==> config.mk <==
export PLATFORM = sky130hd
export DESIGN_NAME = pixel_frame_ctrl
export DESIGN_NICKNAME = d
export VERILOG_FILES = /design/src/rtl/pixel_ctrl_pkg.sv /design/src/rtl/pixel_phase_cnt.sv /design/src/rtl/pixel_frame_ctrl.sv
export SDC_FILE = /design/constraint.sdc
export NUM_CORES = 1
export LEC_CHECK = 0
export CAP_MARGIN = 20
export CORE_MARGIN = 1
export CORE_UTILIZATION = 35
export DETAILED_ROUTE_END_ITERATION = 10
export PLACE_DENSITY = 0.59
export SYNTH_ARGS = -nofsm -noshare
export SYNTH_HDL_FRONTEND = slang
export SYNTH_SLANG_ARGS = --single-unit
==> constraint.sdc <==
create_clock -name clk -period 3 [get_ports clk]
set_input_delay 0.3 -clock clk [delete_from_list [all_inputs] [get_ports clk]]
set_output_delay 0.3 -clock clk [all_outputs]
set_load 0.02 [all_outputs]
==> src/rtl/pixel_ctrl_pkg.sv <==
// Shared types and constants for the pixel frame controller.
// Frame states, bank count, default phase lengths and counter widths.
package pixel_ctrl_pkg;

   typedef enum logic [2:0] {
      ST_IDLE,
      ST_ERASE,
      ST_EXPOSE,
      ST_CONVERT,
      ST_READ,
      ST_DRAIN
   } state_t;

   localparam int N_BANKS       = 4;
   localparam int C_ERASE_DEF   = 5;
   localparam int C_EXPOSE_DEF  = 255;
   localparam int C_CONVERT_DEF = 255;
   localparam int C_READ_DEF    = 5;
   localparam int ADC_W         = 8;
   localparam int CNT_W         = 16;

   // Terminal count value for a phase of n cycles.
   function automatic logic [CNT_W-1:0] last_of(input int n);
      return CNT_W'(n - 1);
   endfunction

endpackage

==> src/rtl/pixel_phase_cnt.sv <==
// Loadable up-counter with terminal-count flag.
// Shared by every phase; its low bits double as the ADC ramp code.
module pixel_phase_cnt
   import pixel_ctrl_pkg::*;
(
   input  logic             clk,
   input  logic             rst,
   input  logic             load_i,
   input  logic [CNT_W-1:0] last_i,
   output logic [ADC_W-1:0] code_o,
   output logic             tc_o
);

   logic [CNT_W-1:0] cnt_q;
   logic [CNT_W-1:0] cnt_d;

   // Next count: restart at zero on load, otherwise increment.
   always_comb begin
      cnt_d = cnt_q + CNT_W'(1);
      if (load_i) begin
         cnt_d = '0;
      end
   end

   // Count register.
   always_ff @(posedge clk or posedge rst) begin
      if (rst) begin
         cnt_q <= '0;
      end else begin
         cnt_q <= cnt_d;
      end
   end

   assign code_o = cnt_q[ADC_W-1:0];
   assign tc_o   = (cnt_q == last_i);

endmodule

==> src/rtl/pixel_frame_ctrl.sv <==
// Frame sequencer: erase/expose/convert strobes, ADC ramp, and
// per-bank readout onto a valid/ready byte stream.
module pixel_frame_ctrl
   import pixel_ctrl_pkg::*;
#(
   parameter int C_ERASE   = C_ERASE_DEF,
   parameter int C_EXPOSE  = C_EXPOSE_DEF,
   parameter int C_CONVERT = C_CONVERT_DEF,
   parameter int C_READ    = C_READ_DEF
) (
   input  logic               clk,
   input  logic               reset,
   input  logic               start,
   input  logic               continuous,
   input  logic               abort,
   output logic               erase,
   output logic               expose,
   output logic               convert,
   output logic [N_BANKS-1:0] read,
   output logic [ADC_W-1:0]   adc_code,
   input  logic [7:0]         pix_bus,
   output logic [7:0]         out_data,
   output logic               out_valid,
   input  logic               out_ready,
   output logic               out_last,
   output logic               busy,
   output logic               frame_done
);

   if (C_CONVERT < 1 || C_CONVERT > 256) begin : g_bad_convert
      $error("pixel_frame_ctrl: C_CONVERT must be in 1..256");
   end

   localparam logic [CNT_W-1:0] L_ERASE  = last_of(C_ERASE);
   localparam logic [CNT_W-1:0] L_EXPOSE = last_of(C_EXPOSE);
   localparam logic [CNT_W-1:0] L_CONV   = last_of(C_CONVERT);
   localparam logic [CNT_W-1:0] L_READ   = last_of(C_READ);

   state_t           state_q, state_d;
   logic [1:0]       b_q, b_d;
   logic [7:0]       data_q, data_d;
   logic             valid_q, valid_d;
   logic             done_q, done_d;
   logic             cnt_load;
   logic [CNT_W-1:0] cnt_last;
   logic [ADC_W-1:0] cnt_code;
   logic             cnt_tc;

   pixel_phase_cnt u_cnt (
      .clk    (clk),
      .rst    (reset),
      .load_i (cnt_load),
      .last_i (cnt_last),
      .code_o (cnt_code),
      .tc_o   (cnt_tc)
   );

   // Next-state, bank, capture and counter control.
   always_comb begin
      state_d  = state_q;
      b_d      = b_q;
      data_d   = data_q;
      valid_d  = valid_q;
      done_d   = 1'b0;
      cnt_load = 1'b0;
      cnt_last = '0;
      unique case (state_q)
         ST_IDLE: begin
            cnt_load = 1'b1;
            if (start) state_d = ST_ERASE;
         end
         ST_ERASE: begin
            cnt_last = L_ERASE;
            if (cnt_tc) begin
               cnt_load = 1'b1;
               state_d  = ST_EXPOSE;
            end
         end
         ST_EXPOSE: begin
            cnt_last = L_EXPOSE;
            if (cnt_tc) begin
               cnt_load = 1'b1;
               state_d  = ST_CONVERT;
            end
         end
         ST_CONVERT: begin
            cnt_last = L_CONV;
            if (cnt_tc) begin
               cnt_load = 1'b1;
               b_d      = 2'd0;
               state_d  = ST_READ;
            end
         end
         ST_READ: begin
            cnt_last = L_READ;
            if (cnt_tc) begin
               cnt_load = 1'b1;
               data_d   = pix_bus;
               valid_d  = 1'b1;
               state_d  = ST_DRAIN;
            end
         end
         ST_DRAIN: begin
            cnt_load = 1'b1;
            if (valid_q && out_ready) begin
               valid_d = 1'b0;
               if (b_q != 2'd3) begin
                  b_d     = b_q + 2'd1;
                  state_d = ST_READ;
               end else begin
                  b_d     = 2'd0;
                  done_d  = 1'b1;
                  state_d = continuous ? ST_ERASE : ST_IDLE;
               end
            end
         end
         default: begin
            cnt_load = 1'b1;
            state_d  = ST_IDLE;
         end
      endcase
      if (abort) begin
         state_d  = ST_IDLE;
         b_d      = 2'd0;
         valid_d  = 1'b0;
         done_d   = 1'b0;
         cnt_load = 1'b1;
      end
   end

   // State, bank index and output-stream registers.
   always_ff @(posedge clk or posedge reset) begin
      if (reset) begin
         state_q <= ST_IDLE;
         b_q     <= 2'd0;
         data_q  <= 8'd0;
         valid_q <= 1'b0;
         done_q  <= 1'b0;
      end else begin
         state_q <= state_d;
         b_q     <= b_d;
         data_q  <= data_d;
         valid_q <= valid_d;
         done_q  <= done_d;
      end
   end

   assign erase      = (state_q == ST_ERASE);
   assign expose     = (state_q == ST_EXPOSE);
   assign convert    = (state_q == ST_CONVERT);
   assign read       = (state_q == ST_READ) ? (N_BANKS'(1) << b_q) : '0;
   assign adc_code   = (state_q == ST_CONVERT) ? cnt_code : '0;
   assign out_data   = data_q;
   assign out_valid  = valid_q;
   assign out_last   = valid_q && (b_q == 2'd3);
   assign busy       = (state_q != ST_IDLE);
   assign frame_done = done_q;

endmodule

* Yosys cells after proc, flatten, opt, wreduce, memory -nomap -nowiden
Cells that the tools add are included.
Storage, ports and cells: output and inout bits 27, logic and storage cells 66, input port bits 14, bits in registers 31
Cells by class: muxes and demuxes 30, shift-type cells 1, equal/unequal tests 14, reductions and logical operators 13, add/sub/neg operators 2
Operators by type and width (count):
- $mux 3 | 8
- $pmux 3 s6 | 1
- $add 16x1->16 const B | 1
- $eq 16x8->1 | 1
- $mux 16 | 1
- $pmux 8 s2 | 1
- $mux 1 | 11
- $ne 3x2->1 const B | 3
- $ne 3x3->1 const B | 3
- $reduce_bool 3->1 | 3
- $mux 2 | 4
- $mux 8 | 1
- $eq 3x2->1 const B | 2
- $eq 3x3->1 const B | 2
- $reduce_and 3->1 | 2
- $reduce_and 6->1 | 1
- $mux 4 | 1
- $pmux 2 s2 | 1
- $reduce_or 2->1 | 2
- $reduce_or 4->1 | 1
- $shl 1x2->4 const A | 1
- $eq 3x1->1 const B | 1
- $logic_not 3->1 | 1
- $add 2x1->2 const B | 1
- other kinds (5) | 6

* Longest topological paths before layout
Gate-level depths: netlist (run 1).
depth after elaboration 8, depth in mapped cells 8, mapped depth without buffers 6

* Modules after synthesis
From an unflattened synthesis (run 1), not the netlist that was laid out.
Unflattened totals: cells, all modules 202, area, all modules 2008.2 um^2
By module, submodules not included:
- pixel_phase_cnt | area an instance 1064.8 um^2, sequential area each 400.4 um^2, times used 1, cells an instance 112
- pixel_frame_ctrl | area an instance 943.4 um^2, sequential area each 375.4 um^2, times used 1, cells an instance 90

* Worst setup path after synthesis (run 1)
No wires, ideal clock.
kind reg-to-reg, from register u_cnt.cnt_q[4], to register data_q[0] (netlist: out_data[0]), period minus slack after synthesis 2.350 ns, buffers on the path 1, setup time 0.125 ns, required time 2.875 ns, path slack 0.650 ns, arrival time 2.225 ns, stages on the path, launching flop included 6, cell sequence dfrtp_1 or4_1 or4_4 a2111o_1 buf_6 mux2_4
On the way: word-level cells in the longest chain between the ends 2
RTL lines:
- start, declared | RTL line pixel_phase_cnt.sv:14 | logic [CNT_W-1:0] cnt_q;
- start signal, assigned | RTL line pixel_phase_cnt.sv:30 | cnt_q <= cnt_d;
- $eq 16x8->1 | RTL line pixel_phase_cnt.sv:35 | assign tc_o = (cnt_q == last_i);
- $reduce_and 2->1 (no source line)
- end signal, assigned | RTL line pixel_frame_ctrl.sv:142 | data_q <= data_d;
- end, declared | RTL line pixel_frame_ctrl.sv:41 | logic [7:0] data_q, data_d;
Every way passes these cells. A chain may end at the register's enable or synchronous reset.

* Final worst setup path (run 1)
from register u_cnt.cnt_q[4], to register data_q[1] (netlist: out_data[1])
Same word-level chain as after synthesis.

==> results_dict.tcl, run 1 <==
set metrics [dict create \
    status "complete, no violations" \
    clock_path_buffers 2 \
    yosysWarnings 0 \
    drc 0 \
    grt_max_degree 32 \
    dp_hpwl_um 2635 \
    grt_usage 0.1567 \
    intPower_mw 0.8839 \
    grt.overflow.total 0 \
    viasPerCell 4.874 \
    first_pass_iters 4 \
    synth-async-reset-ratio 1.000 \
    initialDrtViolationCount 98 \
    dieArea_um2 5428 \
    coreArea_um2 4817 \
    ys_top_cells_by_area "dfrtp_1, mux2_4, xor2_1" \
    fmax_ghz 0.3898 \
    syn_area_per_cell_um2 9.825 \
    rrSetupSlack_ns 0.43 \
    ys_seq_area_frac 0.4315 \
    finalClockSkew_ns 0.007230 \
    numPortBuffers 40 \
    cts_setup_buffers 0 \
    num_rows 25 \
    synth-edff-count 0 \
    r2r.worst_path.cells 4 \
    ys_dominant_reg_cell "dfrtp_1" \
    routed_wl_um 3714 \
    finalSetupViolations 0 \
    syn_to_final_growth_pct 32.29 \
    setup_ws_ns 0.4346 \
    cap_violations 0 \
    worstReg2RegEnd "out_data[1]$_DFFE_PP0P_" \
    antenna_cells 0 \
    drive_gt1_frac 0.1195 \
    swShare 0.3371 \
    cts_hold_buf 0 \
    slew_headroom 0.6679 \
    p_clk_frac 0.264 \
    power_frac_comb 0.378 \
    path_clk_slew_ns 0.06 \
    hold_class "primary input to asynchronous set/reset pin" \
    yosysTopAreaCellShare 0.4315 \
    worst_setup_path_end_kind "flip-flop" \
    numCtsBuffers 5 \
    critical_path.max_fanout 9 \
    p_total_mw 1.333 \
    grt_pass1_vias 1377 \
    synthDistinctLibCells 45 \
    tightest_slew_ns 0.4981 \
    power_switching_mw 0.4494 \
    grt_pass1_wl_um 6292 \
    crit_type "flip-flop to flip-flop" \
    yosysTopAreaCell "dfrtp_1" \
    r2r-start "u_cnt.cnt_q[4]$_DFF_PP0_" \
    gp_congestion 0.8085 \
    finalHoldViolations 0 \
    tritoncts "done" \
    wl_per_cell_um 12.68 \
    mostFrequentLayoutCell "clkdlybuf4s50_1" \
    die_y_um 73.68 \
    ys_ff_latch 31 \
    finalSetupTns_ns 0 \
    rsz0062_at_grt "false" \
    vias 1428 \
    post_cts_resized 0 \
    antenna_found_initial 0 \
    finalMaxSlewViolations 0 \
    cp.required_ns 3.16 \
    dp_worst_setup_slack_ns 0.4404 \
    period_share 0.8551 \
    leakagePower_nw 1.096 \
    antenna_left 0 \
    post-route-min-period_ns 2.565 \
    clock_latency_ns 0.28 \
    final_cell_mix "clkdlybuf4s50_1, dfrtp_1, nor2_1" \
    syn_area_um2 1798 \
    p_per_area_nw_per_um2 560.6 \
    ctsHtreeMaxLevel 2 \
    sequentialPowerShare 0.358 \
    syn_nets 202 \
    final_nets 244 \
    cts_sinks 31 \
    crit_arrival_ns 2.73 \
    irDropWorstVdd_mv 0.3207 \
    start_util 0.3732 \
    dieWidth_um 73.68 \
    cts_root_buffer "clkbuf_8" \
    syn-instance-count 183 \
    crit_path_start_kind "flip-flop" \
    ioPinCount 41 \
]
[critical path: stages (launching register included)]
cell	delay (ns)
dfrtp_1	0.45
or4_1	0.51
or4_4	0.51
a2111o_1	0.60
mux2_4	0.37
[state kept, by name, indices dropped and copies added, names as in the netlist]
signal       count
state_q          3
out_valid        1
frame_done       1
b_q              2
u_cnt.cnt_q     16
out_data         8
[kinds of logic (layout without fill, tap and decap cells)]
group	Yosys count	after routing	synth area share
buf+inv	16	59	0.04244
xor+xnor	16	16	0.07794
compound gates	20	20	0.08838
simple gates	86	86	0.2526
mux	9	9	0.07238
flops	31	31	0.4315
fa+ha+maj	5	5	0.03479
[cell type report]
cell class	count	area [um2]
tap	67	83.83
inverter	6	22.52
timing repair buffer	45	450.4
fill	496	2439
sequential	31	775.7
clock buffer	8	100.1
multi-input combinational	136	945.9
[Yosys cell counts (2+ instances only)]
cell	instances
and3_1	12
nor4_1	2
dfrtp_1	31
or3_1	3
clkbuf_1	6
o21ai_0	2
nand4_1	3
a21oi_1	2
nor2_1	23
xor2_1	11
inv_1	6
o31ai_1	2
mux2_4	8
xnor2_1	5
a21o_1	3
ha_1	5
and2_1	5
nand3_1	12
a31o_2	2
nor2b_1	3
buf_4	2
nand2_1	12
[power by group through the flow]
stage / sequential [mW] / clock [mW] / combinational [mW]
4_1_cts: 0.477 / 0.363 / 0.507
2_1_floorplan: 0.480 / 0 / 0.337
5_1_grt: 0.483 / 0.388 / 0.556
6_report: 0.478 / 0.352 / 0.504
3_5_place_dp: 0.484 / 0 / 0.505
3_3_place_gp: 0.485 / 0 / 0.503
[worst max-delay path by stage]
stage	start	end	slack [ns]	cells after the start
6_report	u_cnt.cnt_q[4]$_DFF_PP0_	out_data[1]$_DFFE_PP0P_	0.43	4
5_1_grt	u_cnt.cnt_q[4]$_DFF_PP0_	u_cnt.cnt_q[6]$_DFF_PP0_	0.34	6
4_1_cts	u_cnt.cnt_q[4]$_DFF_PP0_	out_data[6]$_DFFE_PP0P_	0.42	4
3_5_place_dp	u_cnt.cnt_q[4]$_DFF_PP0_	out_data[1]$_DFFE_PP0P_	0.44	4
3_3_place_gp	u_cnt.cnt_q[7]$_DFF_PP0_	out_data[7]$_DFFE_PP0P_	0.45	4
2_1_floorplan	u_cnt.cnt_q[4]$_DFF_PP0_	out_data[0]$_DFFE_PP0P_	0.65	5
[per-layer routing]
metal,up-vias,routed length (um),global-route usage
li1,722,-,-
met1,664,1894,0.2103
met2,36,1620,0.2345
met3,6,131,0.04115
met4,0,68,0.07479
met5,-,0,0
[through the flow]
stage,util,cell area (um2),std cells,hold WS (ns)
after floorplan,-,1798,183,0.4035
after global placement,0.4730,2278,285,0.5024
after detailed placement,0.4730,2278,285,0.4910
after CTS,0.4938,2379,293,0.4115
after global routing,0.4938,2379,293,0.4514
final,0.4938,2379,293,0.4007
(Power assumes the default switching activity.)
==> run 2, diff against run 1 <==
Settings changed: CTS_BUF_LIST from default to sky130_fd_sc_hd__clkbuf_2 sky130_fd_sc_hd__clkbuf_4 sky130_fd_sc_hd__clkbuf_8.
==> run 2 against run 1 <==
Compared with the run above: design area is 0.16% higher; highest routed layer unchanged; global-route usage did not move; register-to-register slack hardly changed; worst hold slack barely moved; critical path type unchanged; worst setup slack about the same.
==> results_dict.tcl, run 2 (synthesis results as in run 1) <==
set metrics [dict create \
    first_pass_iters 4 \
    finalSetupTns_ns 0 \
    grt.overflow.total 0 \
    finalMaxSlewViolations 0 \
    start_util 0.3732 \
    ctsHtreeMaxLevel 2 \
    dp_hpwl_um 2635 \
    dp_worst_setup_slack_ns 0.4404 \
    finalSetupViolations 0 \
    finalClockSkew_ns 0.007396 \
    drc 0 \
    cts_root_buffer "clkbuf_8" \
    drive_gt1_frac 0.1239 \
    clock_latency_ns 0.28 \
    antenna_cells 0 \
    crit_path_start_kind "flip-flop" \
    post_cts_resized 0 \
    crit_type "flip-flop to flip-flop" \
    ioPinCount 41 \
    dpl_cell_area_um2 2278 \
    slew_headroom 0.6679 \
    wl_per_cell_um 12.68 \
    fillers 494 \
    grt_pass1_vias 1377 \
    final_cell_mix "clkdlybuf4s50_1, dfrtp_1, nor2_1" \
    num_rows 25 \
    grt_pass1_wl_um 6292 \
    largest_register_ffs 16 \
    numCtsBuffers 5 \
    coreArea_um2 4817 \
    tritoncts "done" \
    crit_arrival_ns 2.73 \
    path_clk_slew_ns 0.06 \
    mostFrequentLayoutCell "clkdlybuf4s50_1" \
    post-route-min-period_ns 2.565 \
    fmax_ghz 0.3898 \
    dieArea_um2 5428 \
    leakagePower_nw 1.099 \
    grt_max_degree 32 \
    p_per_area_nw_per_um2 563.3 \
    syn_to_final_growth_pct 32.50 \
    status "complete, no violations" \
    cp.required_ns 3.16 \
    hold_class "primary input to asynchronous set/reset pin" \
    final_area_um2 2382 \
    cts_sinks 31 \
    initialDrtViolationCount 98 \
    dieWidth_um 73.68 \
    routed_wl_um 3716 \
    antenna_left 0 \
    cap_violations 0 \
    vias 1443 \
    tightest_slew_ns 0.4981 \
    period_share 0.8551 \
    holdWs_ns 0.4008 \
    numPortBuffers 40 \
    rsz0062_at_grt "false" \
    viasPerCell 4.925 \
    regMostFlops "u_cnt.cnt_q" \
    finalHoldViolations 0 \
    final_nets 244 \
    p_total_mw 1.342 \
    setup_ws_ns 0.4347 \
    cts_hold_buf 0 \
    cts_setup_buffers 0 \
    gp_congestion 0.8085 \
    grt_usage 0.1567 \
    irDropWorstVdd_mv 0.3208 \
    antenna_found_initial 0 \
    critical_path.max_fanout 9 \
    die_y_um 73.68 \
    clock_path_buffers 2 \
    worst_setup_path_end_kind "flip-flop" \
]
==> run 2: cell counts in the layout (fill, tap and decap cells not counted) <==
No cell type changed its count.
==> run 2: worst paths after layout <==
kind,slack [ns],cells past startpoint,end,start
hold / removal,0.40,3,u_cnt.cnt_q[9]$_DFF_PP0_,reset
hold reg to reg,0.51,1,out_data[6]$_DFFE_PP0P_,out_data[6]$_DFFE_PP0P_
min in group clk,0.51,1,out_data[6]$_DFFE_PP0P_,out_data[6]$_DFFE_PP0P_
setup / recovery,0.43,4,out_data[1]$_DFFE_PP0P_,u_cnt.cnt_q[4]$_DFF_PP0_
max in group asynchronous,2.31,3,u_cnt.cnt_q[5]$_DFF_PP0_,reset
setup reg to reg,0.43,4,out_data[1]$_DFFE_PP0P_,u_cnt.cnt_q[4]$_DFF_PP0_
==> run 2: metrics by stage <==
stage,cells,utilization
3_5_place_dp,285,0.4730
3_3_place_gp,285,0.4730
4_1_cts,293,0.4945
6_report,293,0.4945
2_1_floorplan,183,-
5_1_grt,293,0.4945
==> run 2: area by class of cell <==
type                    instances  area (um2)  area share
inverters                       6       22.52    0.009454
flip-flops and latches         31       775.7      0.3256
well taps                      67       83.83     0.03519
repair buffers                 45       450.4      0.1891
multi-input cells             136       945.9      0.3971
clock buffers                   8       103.9     0.04359
==> run 2: report_power, final <==
group / leakage [nW] / switching, mW / internal, mW
Clock: 0.0549 / 0.143 / 0.218
Combinational: 0.633 / 0.277 / 0.226
Sequential: 0.412 / 0.0294 / 0.448
Total: 1.10 / 0.449 / 0.893
==> run 2: layer usage <==
layer / share of wire / GRT usage / vias up
met5: 0 / 0 / -
met4: 0.020 / 0.07479 / 0
met3: 0.043 / 0.04115 / 8
met2: 0.43 / 0.2345 / 48
met1: 0.50 / 0.2103 / 665
li1: - / - / 722
==> run 2: critical path: stages (launching register included) <==
cell,delay (ns)
dfrtp_1,0.45
or4_1,0.51
or4_4,0.51
a2111o_1,0.60
mux2_4,0.37
